## src/rtl/io_port_bank_if.sv

```systemverilog
// rtl/io_port_bank_if.sv - CPU-side address/strobe bus with registered read return
interface io_port_bank_if #(
    parameter int DATA_W = 8,
    parameter int ADDR_W = 4
);
    logic [ADDR_W-1:0] addr;
    logic [DATA_W-1:0] wdata;
    logic              write;
    logic              read;
    logic [DATA_W-1:0] rdata;
    logic              rvalid;

    modport master (
        output addr, wdata, write, read,
        input  rdata, rvalid
    );

    modport slave (
        input  addr, wdata, write, read,
        output rdata, rvalid
    );
endinterface

```

## src/rtl/io_port_bank.sv

```systemverilog
// rtl/io_port_bank.sv - output regs, synchronised inputs and edge-trap bank; IO_TRAP_MASK_EN adds a trap MASK register
module io_port_bank #(
    parameter int DATA_W      = 8,
    parameter int ADDR_W      = 4,
    parameter int N_OUT       = 2,
    parameter int N_IN        = 2,
    parameter int N_TRAP      = 2,
    parameter int SYNC_STAGES = 2
) (
    input  logic                    clk,
    input  logic                    async_nreset,
    io_port_bank_if.slave           bus,
    input  logic [N_IN*DATA_W-1:0]  io_in,
    output logic [N_OUT*DATA_W-1:0] io_out,
    input  logic [N_TRAP-1:0]       trap_in,
    output logic                    trap_req
);
    localparam int EVT = N_OUT + N_IN;

    logic [SYNC_STAGES-1:0][N_IN*DATA_W-1:0] in_sync_q;
    logic [SYNC_STAGES-1:0][N_TRAP-1:0]      trap_sync_q;
    logic [N_TRAP-1:0]       trap_prev_q;
    logic [N_TRAP-1:0]       pending_q, pending_d;
    logic [N_TRAP-1:0]       trap_rise, evt_clr, enable;
    logic [N_OUT*DATA_W-1:0] out_q, out_d;
    logic [DATA_W-1:0]       rdata_q, rdata_d;
    logic                    rvalid_q;
    int                      addr_n;

    assign addr_n = int'(bus.addr);

    assign trap_rise = trap_sync_q[SYNC_STAGES-1] & ~trap_prev_q;
    assign evt_clr   = (bus.write && addr_n == EVT) ? bus.wdata[N_TRAP-1:0] : '0;
    // A rising edge landing on the same edge as a clear must survive.
    assign pending_d = (pending_q & ~evt_clr) | trap_rise;

`ifdef IO_TRAP_MASK_EN
    localparam int MASK_ADDR = EVT + 1;
    logic [N_TRAP-1:0] mask_q;

    always_ff @(posedge clk or negedge async_nreset) begin
        if (!async_nreset) begin
            mask_q <= '1;
        end else if (bus.write && addr_n == MASK_ADDR) begin
            mask_q <= bus.wdata[N_TRAP-1:0];
        end
    end

    assign enable = mask_q;
`else
    assign enable = '1;
`endif

    always_comb begin
        out_d = out_q;
        for (int k = 0; k < N_OUT; k++) begin
            if (bus.write && addr_n == k) begin
                out_d[k*DATA_W +: DATA_W] = bus.wdata;
            end
        end
    end

    // Read mux sees pre-write register values, so a same-cycle write is not forwarded.
    always_comb begin
        rdata_d = '0;
        for (int k = 0; k < N_OUT; k++) begin
            if (addr_n == k) rdata_d = out_q[k*DATA_W +: DATA_W];
        end
        for (int j = 0; j < N_IN; j++) begin
            if (addr_n == N_OUT + j) rdata_d = in_sync_q[SYNC_STAGES-1][j*DATA_W +: DATA_W];
        end
        if (addr_n == EVT) rdata_d = DATA_W'(pending_q);
`ifdef IO_TRAP_MASK_EN
        if (addr_n == MASK_ADDR) rdata_d = DATA_W'(mask_q);
`endif
    end

    always_ff @(posedge clk or negedge async_nreset) begin
        if (!async_nreset) begin
            in_sync_q   <= '0;
            trap_sync_q <= '0;
            trap_prev_q <= '0;
            pending_q   <= '0;
            out_q       <= '0;
            rdata_q     <= '0;
            rvalid_q    <= 1'b0;
        end else begin
            in_sync_q   <= {in_sync_q[SYNC_STAGES-2:0], io_in};
            trap_sync_q <= {trap_sync_q[SYNC_STAGES-2:0], trap_in};
            trap_prev_q <= trap_sync_q[SYNC_STAGES-1];
            pending_q   <= pending_d;
            out_q       <= out_d;
            rvalid_q    <= bus.read;
            if (bus.read) begin
                rdata_q <= rdata_d;
            end
        end
    end

    assign io_out     = out_q;
    assign bus.rdata  = rdata_q;
    assign bus.rvalid = rvalid_q;
    assign trap_req   = |(pending_q & enable);
endmodule

```

## src/flat_wrapper.sv

```systemverilog
// flat-port wrapper written by rule: the top's interface ports become plain ports
module io_port_bank_flat 
#(
    parameter int DATA_W      = 8,
    parameter int ADDR_W      = 4,
    parameter int N_OUT       = 2,
    parameter int N_IN        = 2,
    parameter int N_TRAP      = 2,
    parameter int SYNC_STAGES = 2
)
  (clk, async_nreset, io_in, io_out, trap_in, trap_req, bus_addr, bus_wdata, bus_write, bus_read, bus_rdata, bus_rvalid);
  io_port_bank_if #(.DATA_W(DATA_W), .ADDR_W(ADDR_W)) bus_i ();
  input  logic clk;
  input  logic async_nreset;
  input  logic [N_IN*DATA_W-1:0] io_in;
  output logic [N_OUT*DATA_W-1:0] io_out;
  input  logic [N_TRAP-1:0] trap_in;
  output logic trap_req;
  input wire logic [$bits(bus_i.addr)-1:0] bus_addr;
  input wire logic [$bits(bus_i.wdata)-1:0] bus_wdata;
  input wire logic [$bits(bus_i.write)-1:0] bus_write;
  input wire logic [$bits(bus_i.read)-1:0] bus_read;
  output wire logic [$bits(bus_i.rdata)-1:0] bus_rdata;
  output wire logic [$bits(bus_i.rvalid)-1:0] bus_rvalid;
  assign bus_i.addr = bus_addr;
  assign bus_i.wdata = bus_wdata;
  assign bus_i.write = bus_write;
  assign bus_i.read = bus_read;
  assign bus_rdata = bus_i.rdata;
  assign bus_rvalid = bus_i.rvalid;
  io_port_bank #(.DATA_W(DATA_W), .ADDR_W(ADDR_W), .N_OUT(N_OUT), .N_IN(N_IN), .N_TRAP(N_TRAP), .SYNC_STAGES(SYNC_STAGES)) u_core (.clk(clk), .async_nreset(async_nreset), .bus(bus_i), .io_in(io_in), .io_out(io_out), .trap_in(trap_in), .trap_req(trap_req));
endmodule
```

## config.mk

```make
export PLATFORM = sky130hd
export DESIGN_NAME = io_port_bank_flat
export DESIGN_NICKNAME = d
export VERILOG_FILES = /design/src/rtl/io_port_bank_if.sv /design/src/rtl/io_port_bank.sv /design/src/flat_wrapper.sv
export SDC_FILE = /design/constraint.sdc
export NUM_CORES = 1
export LEC_CHECK = 0
export BUFFER_PORTS_ARGS = -buffer_cell sky130_fd_sc_hd__buf_2
export CAP_MARGIN = 20
export CORE_ASPECT_RATIO = 0.9
export CORE_MARGIN = 1
export CORE_UTILIZATION = 54
export CTS_BUF_LIST = sky130_fd_sc_hd__clkbuf_4 sky130_fd_sc_hd__clkbuf_8
export CTS_CLUSTER_DIAMETER = 50
export CTS_CLUSTER_SIZE = 20
export DETAILED_ROUTE_END_ITERATION = 8
export GPL_TIMING_DRIVEN = 0
export PLACE_DENSITY = 0.81
export SLEW_MARGIN = 20
export SYNTH_ARGS = -nofsm -noshare
export SYNTH_HDL_FRONTEND = slang
export SYNTH_SLANG_ARGS = --single-unit
```

## constraint.sdc

```tcl
create_clock -name clk -period 1.7 [get_ports clk]
set_clock_uncertainty 0.1 [all_clocks]
set_input_delay 0 -clock clk [delete_from_list [all_inputs] [get_ports clk]]
set_output_delay 0 -clock clk [all_outputs]
set_load 0.02 [all_outputs]
```

==> results of run 1 <==
area by class of cell:
cell class | count | share of cell area
buffer | 8 | 0.0166
clock buffer | 14 | 0.0536
clock inverter | 2 | 0.0185
inverter | 5 | 0.00579
multi-input combinational | 81 | 0.201
sequential | 65 | 0.502
tap | 48 | 0.0185
timing repair buffer | 88 | 0.184
path summary, 6_finish.rpt:
| path | to | slack [ns] |
|---|---|---|
| worst max-delay path | u_core.io_out[2] | 0.07 |
| worst min-delay path | u_core.bus.rdata[3] | 0.08 |
| worst max register to register | u_core.bus.rdata[0] | 0.31 |
| worst min register to register | u_core.in_sync_q[19] | 0.25 |
| max in group asynchronous | u_core.io_out[8] | 0.81 |
| min in group asynchronous | u_core.io_out[7] | 0.19 |
kinds of logic (layout without fill, tap and decap cells):
| logic type | after synthesis | in the layout | share of synthesized area |
|---|---|---|---|
| compound gates | 25 | 25 | 0.0719 |
| buf+inv | 13 | 117 | 0.0309 |
| simple gates | 35 | 35 | 0.0953 |
| mux | 21 | 21 | 0.110 |
| flops | 65 | 65 | 0.692 |
state kept, by name, summed over array words and instances (netlist names):
signal	flops
u_core.trap_prev_q	2
u_core.in_sync_q	32
u_core.bus.rdata	8
u_core.trap_sync_q	4
u_core.bus.rvalid	1
u_core.pending_q	2
u_core.io_out	16
where the power goes:
part	switching, mW	internal [mW]
clock	0.531	0.956
sequential	0.0895	1.70
combinational	0.326	0.278
total	0.946	2.93
placed cells by master, fill, tap and decap left out, drive strengths merged:
cell / n
a22oi: 1
nand2b: 10
a22o: 2
mux4: 2
or3b: 1
buf: 64
nor2: 9
nand4b: 2
o22ai: 1
and3b: 1
o21ai: 3
nor2b: 4
o41ai: 4
o221ai: 1
and4bb: 1
nand3: 3
inv: 5
bufinv: 2
clkbuf: 15
mux2i: 1
a211oi: 4
dfrtp: 65
dlygate4sd3: 31
or2: 1
a21oi: 7
nand2: 3
o31ai: 1
mux2: 18
a31oi: 1
layer usage:
layer / global-route usage / share of wire / vias to the layer above
li1: - / - / 755
met1: 0.312 / 0.42 / 801
met2: 0.392 / 0.51 / 60
met3: 0.107 / 0.066 / 4
met4: 0.0662 / 0.0067 / 0
met5: 0 / 0 / -
worst max-delay path, stage by stage:
cell and delay, ns:
dlygate4sd3_1 0.56, buf_6 0.15, nor2_4 0.18, and4bb_2 0.24, buf_2 0.24, mux2_2 0.36
through the flow:
stage          power (mW)  setup WS, ns
6_report             3.88        0.0719
5_1_grt              4.06        0.0328
4_1_cts              3.89         0.109
3_5_place_dp         2.36         0.325
3_3_place_gp         2.34         0.328
2_1_floorplan        2.12         0.308
==> impl_table.tex, run 1 <==
\begin{tabular}{lr}
\hline
Metric & Value \\
\hline
\multicolumn{2}{l}{\textbf{Placed design}} \\
DP Area & 2700 sq um \\
Post-Place Cells & 264 \\
Final weighted congestion in routability-driven placement & 0.817 \\
Post-DP HPWL & 2850 um \\
Port bufs & 57 \\
\multicolumn{2}{l}{\textbf{Timing}} \\
Unrepaired setup endpoints after global routing & false \\
Slew at the pin with the worst max-slew slack & around 0.76 ns \\
Time the final worst path needs with I/O delays and setup & 1.63 ns \\
Final hold vios & 0 \\
\# setup viols final & 0 \\
Summed negative setup slack over all endpoints & 0 ns \\
Count of final max-slew check failures & 0 \\
Relative slew slack & 0.491 \\
Min Hold Slack & 0.0758 ns \\
Final period utilization & 0.958 \\
F\_max & 614 MHz \\
\multicolumn{2}{l}{\textbf{CTS}} \\
Total setup buffers inserted after CTS & 0 \\
Clock network latency to the later pin of the worst-skew pair & 0.33 ns \\
Root Buffer Master & clkbuf\_8 \\
Clk buf depth & 2 \\
Max H-tree Level & 3 \\
\# hold bufs at CTS & 31 \\
Clk sinks & 65 \\
CTS tree & done \\
Number of CTS-inserted buffers & 9 \\
Clock slew at reported path FFs & $\sim$0.07 ns \\
Resized Gates After CTS & 0 \\
\multicolumn{2}{l}{\textbf{Setup path}} \\
Critical path launch point & bus\_addr[3] \\
Critical path startpoint category & input port \\
Length in cells of the worst reg-to-reg path & 3 \\
Critical path type & in -> reg \\
Critical path peak fanout & 9 \\
Type of element capturing the critical path & flip-flop \\
Critical Path AT & 1.74 ns \\
Required time of the critical path & 1.81 ns \\
Crit Reg-Reg Startpoint & u\_core.io\_out[0] \\
\multicolumn{2}{l}{\textbf{Detailed routing}} \\
Detail Route Antenna Nets & 0 \\
Router iterations before antenna repair & 4 \\
First DRT Iteration DRCs & 92 \\
Post-detailed-route wirelength per cell & 15.8 um \\
Vias per cell & about 5.2 \\
Number of vias after detailed routing & 1,620 \\
Number of remaining DRC errors & 0 \\
Post-detailed-routing wire length & 4920 um \\
\multicolumn{2}{l}{\textbf{Finish}} \\
Total area of multi-input combinational cells & 651 sq um \\
NumNets Final & between 200 and 300 \\
Count of non-filler cells in the finished layout & 311 \\
Final standard cell area without fillers & $\sim$3200 sq um \\
Register Area & around 1600 sq um \\
Synth-to-Final Area Change & 38.0\% \\
Share of the core filled with cells in the final layout & 0.785 \\
Fraction of final layout cells sized beyond drive strength 1 & 0.403 \\
Number of diodes added for antenna fixing & 0 \\
Number of fillers in the final layout & 241 \\
\multicolumn{2}{l}{\textbf{Yosys}} \\
Netlist cell types & 31 \\
Most numerous cell in the Yosys netlist & dfrtp\_1 \\
Leading post-synthesis cells by instance count & dfrtp\_1 (65), mux2\_2 (18), nand2b\_1 (10) \\
Top cells by area, synth & dfrtp\_1 (69\%), mux2\_2 (8.6\%), nand2b\_1 (2.7\%) \\
Summed instance area of the synthesized netlist & 2350 sq um \\
Number of nets in the synthesized netlist & 193 \\
Warning count from the yosys run & 0 \\
Library cell occupying the most area in the post-synthesis netlist & dfrtp\_1 \\
Fraction of registers with async set/reset & 1.00 \\
Most used flip-flop cell after synthesis & dfrtp\_1 \\
Number of synthesized flops with an enable pin & 0 \\
Cells after synthesis & 159 \\
Syn avg cell area & 14.8 sq um \\
Post-synthesis sequential element count & 65 \\
Post-synth top area share & 0.692 \\
Portion of the post-synthesis area used by sequential elements & 0.692 \\
\multicolumn{2}{l}{\textbf{Pwr}} \\
Pwr per Cell Area & 1200 nW/um\^{}2 \\
VDD IR-drop max & 0.994 mV \\
Cell leakage power & 1.54 nW \\
\multicolumn{2}{l}{\textbf{Worst hold path}} \\
Startpoint of the worst hold path & bus\_addr[2] \\
Number of cells on the worst hold path & 4 \\
Class of the most critical hold timing path & in -> reg \\
\multicolumn{2}{l}{\textbf{Floorplanning}} \\
Starting utilization of the core area & 0.569 \\
Die Y & 64.6 um \\
Horizontal extent of the die & around 72 um \\
Die footprint & 4620 sq um \\
Number of top-level design ports & 60 \\
Std cell rows & 22 \\
Core Area & slightly above 4000 sq um \\
\multicolumn{2}{l}{\textbf{Global route}} \\
Vias in the first global route & 1,669 \\
GRT Util Overall & 0.246 \\
Largest net degree at the start of global routing & 66 \\
First-pass GRT wire length & 8070 um \\
GRT Residual Overflow & 0 \\
Antenna violations before repair & 0 \\
\multicolumn{2}{l}{\textbf{Status}} \\
Run status & complete, no violations \\
\multicolumn{2}{l}{\textbf{Flow run}} \\
Max Cap Violations & 0 \\
\hline
\end{tabular}
No activity file was read; power rests on OpenSTA's default activity.
==> inputs of run 2 (changes only) <==
--- a/config.mk
+++ b/config.mk
@@ -5,6 +5,7 @@
 export SDC_FILE = /design/constraint.sdc
 export NUM_CORES = 1
 export LEC_CHECK = 0
+export ABC_AREA = 1
 export BUFFER_PORTS_ARGS = -buffer_cell sky130_fd_sc_hd__buf_2
 export CAP_MARGIN = 20
 export CORE_ASPECT_RATIO = 0.9
@@ -12,7 +13,6 @@
 export CORE_UTILIZATION = 54
 export CTS_BUF_LIST = sky130_fd_sc_hd__clkbuf_4 sky130_fd_sc_hd__clkbuf_8
 export CTS_CLUSTER_DIAMETER = 50
-export CTS_CLUSTER_SIZE = 20
 export DETAILED_ROUTE_END_ITERATION = 8
 export GPL_TIMING_DRIVEN = 0
 export PLACE_DENSITY = 0.81
==> impl_table.tex, run 2 <==
\begin{tabular}{lr}
\hline
Metric & Value \\
\hline
\multicolumn{2}{l}{\textbf{Placed design}} \\
Placement-stage worst setup slack & 0.405 ns \\
Post-Place Cells & 337 \\
Post-DP HPWL & roughly 3000 um \\
Final weighted congestion in routability-driven placement & between 0.8 and 0.9 \\
Port bufs & 59 \\
\multicolumn{2}{l}{\textbf{Finish}} \\
Register with the highest flop count & u\_core.in\_sync\_q \\
Synth-to-Final Area Change & 38.5\% \\
NumNets Final & $\sim$360 \\
Fraction of final layout cells sized beyond drive strength 1 & 0.318 \\
Number of flip-flops under the largest register name & 32 \\
Number of diodes added for antenna fixing & 0 \\
Most common cell after layout, fill and taps aside & dfrtp\_1 \\
Commonest cells after routing, fill and taps aside & dfrtp\_1 (65), buf\_2 (58), nand2\_1 (50) \\
Count of non-filler cells in the finished layout & a little under 400 \\
\multicolumn{2}{l}{\textbf{Yosys}} \\
Post-synthesis sequential element count & between 60 and 70 \\
Number of nets in the synthesized netlist & 252 \\
Fraction of registers with async set/reset & 1.00 \\
Netlist cell types & 20 \\
Portion of the post-synthesis area used by sequential elements & 0.679 \\
Warning count from the yosys run & 0 \\
Library cell occupying the most area in the post-synthesis netlist & dfrtp\_1 \\
Leading post-synthesis cells by instance count & dfrtp\_1 (65), nand2\_1 (50), inv\_1 (22) \\
Post-synth top area share & 0.679 \\
Most numerous cell in the Yosys netlist & dfrtp\_1 \\
Syn avg cell area & 11.0 sq um \\
Number of synthesized flops with an enable pin & 0 \\
Most used flip-flop cell after synthesis & dfrtp\_1 \\
Top cells by area, synth & dfrtp\_1 (68\%), nand2\_1 (7.8\%), o21ai\_2 (5.9\%) \\
Cells after synthesis & between 200 and 250 \\
Summed instance area of the synthesized netlist & approximately 2400 sq um \\
\multicolumn{2}{l}{\textbf{CTS}} \\
Clk buf depth & 2 \\
Root Buffer Master & clkbuf\_8 \\
CTS tree & done \\
Clock network latency to the later pin of the worst-skew pair & 0.34 ns \\
Resized Gates After CTS & 0 \\
Max H-tree Level & 3 \\
Number of CTS-inserted buffers & 9 \\
Clk sinks & 65 \\
Clock slew at reported path FFs & roughly 0.070 ns \\
\multicolumn{2}{l}{\textbf{Worst hold path}} \\
Startpoint of the worst hold path & bus\_addr[3] \\
Number of cells on the worst hold path & 5 \\
Worst hold endpoint & u\_core.pending\_q[0] \\
Class of the most critical hold timing path & in -> reg \\
\multicolumn{2}{l}{\textbf{Detailed routing}} \\
First DRT Iteration DRCs & 106 \\
Detail Route Antenna Nets & 0 \\
Number of vias after detailed routing & about 1,900 \\
Vias per cell & 4.79 \\
Post-detailed-route wirelength per cell & 12.7 um \\
Number of remaining DRC errors & 0 \\
Router iterations before antenna repair & 4 \\
Post-detailed-routing wire length & 4900 um \\
\multicolumn{2}{l}{\textbf{Flow run}} \\
Max Cap Violations & 0 \\
\multicolumn{2}{l}{\textbf{Floorplanning}} \\
Starting utilization of the core area & 0.576 \\
Horizontal extent of the die & 72.2 um \\
Core Area & 4160 sq um \\
Die footprint & around 4700 sq um \\
Std cell rows & 22 \\
Number of top-level design ports & 60 \\
Die Y & 65.2 um \\
\multicolumn{2}{l}{\textbf{Pwr}} \\
Net switching power figure & 947 uW \\
Pwr per Cell Area & 1090 nW/um\^{}2 \\
Fraction of power spent switching nets & 0.261 \\
Clock share of power & 0.355 \\
Sequential share of power & 0.489 \\
VDD IR-drop max & 0.813 mV \\
P\_int & 2.68 mW \\
Share of total power in combinational logic & 0.156 \\
Cell leakage power & 1.72 nW \\
\multicolumn{2}{l}{\textbf{Setup path}} \\
Required time of the critical path & between 1.5 and 2 ns \\
Critical Path, Cell by Cell & dlygate4sd3\_1 -> nor3\_4 -> nand2\_4 -> buf\_6 -> o21ai\_2 -> dlygate4sd3\_1 \\
Worst r2r dst & u\_core.io\_out[10] \\
Critical Path AT & 1.81 ns \\
Worst-case register-to-register setup slack & 0.38 ns \\
Critical path peak fanout & 10 \\
Stages on worst setup path & 6 \\
Crit Reg-Reg Startpoint & u\_core.io\_out[10] \\
Type of element capturing the critical path & flip-flop \\
Cell mode on critical path & dlygate4sd3\_1 \\
Length in cells of the worst reg-to-reg path & 3 \\
Critical path startpoint category & input port \\
Critical path type & in -> reg \\
Slowest cell on the critical path & dlygate4sd3\_1 \\
Highest cell delay on the worst timing path & 0.63 ns \\
CP top delay family & buffers and inverters \\
Crit path buffers/inverters & 3 \\
\multicolumn{2}{l}{\textbf{Global route}} \\
First-pass GRT wire length & 8130 um \\
Vias in the first global route & 1,792 \\
GRT Util Overall & 0.244 \\
Largest net degree at the start of global routing & 66 \\
Antenna violations before repair & 0 \\
GRT Residual Overflow & 0 \\
\multicolumn{2}{l}{\textbf{Timing}} \\
\# setup viols final & 0 \\
Count of final max-slew check failures & 0 \\
Slew at the pin with the worst max-slew slack & about 0.76 ns \\
Relative slew slack & 0.490 \\
F\_max & 613 MHz \\
Unrepaired setup endpoints after global routing & false \\
Summed negative setup slack over all endpoints & 0 ns \\
Final WS setup & 0.0682 ns \\
Final hold vios & 0 \\
Min Hold Slack & 0.0439 ns \\
Time the final worst path needs with I/O delays and setup & 1.63 ns \\
Final period utilization & 0.960 \\
\multicolumn{2}{l}{\textbf{Status}} \\
Run status & complete, no violations \\
\hline
\end{tabular}
run 2: changes by cell type in the layout (fill, tap and decap cells not counted), moves of 3 or more:
cell | previous run | this run
a211oi_1 | 4 | 0
o21ai_2 | 0 | 16
nand2_2 | 0 | 4
mux2_2 | 18 | 0
nor2_1 | 7 | 18
o41ai_1 | 4 | 0
a21oi_1 | 7 | 0
nor2b_1 | 4 | 0
dlygate4sd3_1 | 31 | 34
nand3_1 | 3 | 20
or2_0 | 0 | 4
nand2_1 | 3 | 50
nand2b_1 | 10 | 0
inv_1 | 5 | 22
run 2: cell families (layout without fill, tap and decap cells):
| group | after synthesis | after routing | synth area share |
|---|---|---|---|
| AO/OA/AOI/OAI | 23 | 23 | 0.0742 |
| buffers and inverters | 26 | 135 | 0.0475 |
| flip-flops | 65 | 65 | 0.679 |
| AND/OR/NAND/NOR | 104 | 104 | 0.199 |
run 2: worst max-delay path by stage:
stage | from | slack [ns] | to
after floorplan | u_core.io_out[1] | 0.71 | u_core.bus.rdata[1]
after global placement | async_nreset | 0.36 | u_core.in_sync_q[13]
after detailed placement | bus_addr[3] | 0.40 | u_core.io_out[5]
after CTS | bus_addr[1] | 0.01 | u_core.io_out[12]
after global routing | bus_addr[1] | 0.02 | u_core.io_out[12]
final | bus_addr[1] | 0.07 | u_core.io_out[10]
run 2: worst min-delay path: cells and delay by family:
kind | cells | cell delay, ns
AND/OR/NAND/NOR | 2 | 0.18
AO/OA/AOI/OAI | 1 | 0.10
buffers and inverters | 2 | 0.14
run 2: cell type report:
cell class                 count  area (sq um)
buffer                         3          27.5
clock inverter                 3          40.0
tap                           60          75.1
clock buffer                  12           159
inverter                      23          86.3
timing repair buffer          94           648
sequential                    65          1630
multi-input combinational    127           654
fill                         258           840
run 2: metrics by stage:
stage	utilization	power [mW]	instance area [sq um]
3_5_place_dp	0.666	2.30	2770
3_3_place_gp	0.665	2.28	2770
6_report	0.798	3.63	3320
2_1_floorplan	-	2.08	2390
4_1_cts	0.796	3.66	3310
5_1_grt	0.798	3.81	3320
run 2: power by group through the flow:
| stage | Combinational, mW | Clock [mW] | Sequential [mW] |
|---|---|---|---|
| 2_1_floorplan | 0.173 | 0 | 1.91 |
| 3_3_place_gp | 0.485 | 0 | 1.80 |
| 3_5_place_dp | 0.494 | 0 | 1.80 |
| 4_1_cts | 0.565 | 1.32 | 1.78 |
| 5_1_grt | 0.625 | 1.39 | 1.79 |
| 6_report | 0.566 | 1.29 | 1.78 |
run 2: layer usage:
layer | wire length [um] | vias to the layer above | global-route usage
met2 | 2420 | 58 | 0.386
met4 | 60 | 0 | 0.0956
li1 | - | 903 | -
met3 | 303 | 8 | 0.0982
met5 | 0 | - | 0
met1 | 2110 | 883 | 0.301
run 2: what timing repair did:
action	CTS	global route
endpoints found under the setup margin	0	4
hold buffers	34	0
endpoints found under the hold margin	106	0
buffers inserted	0	2
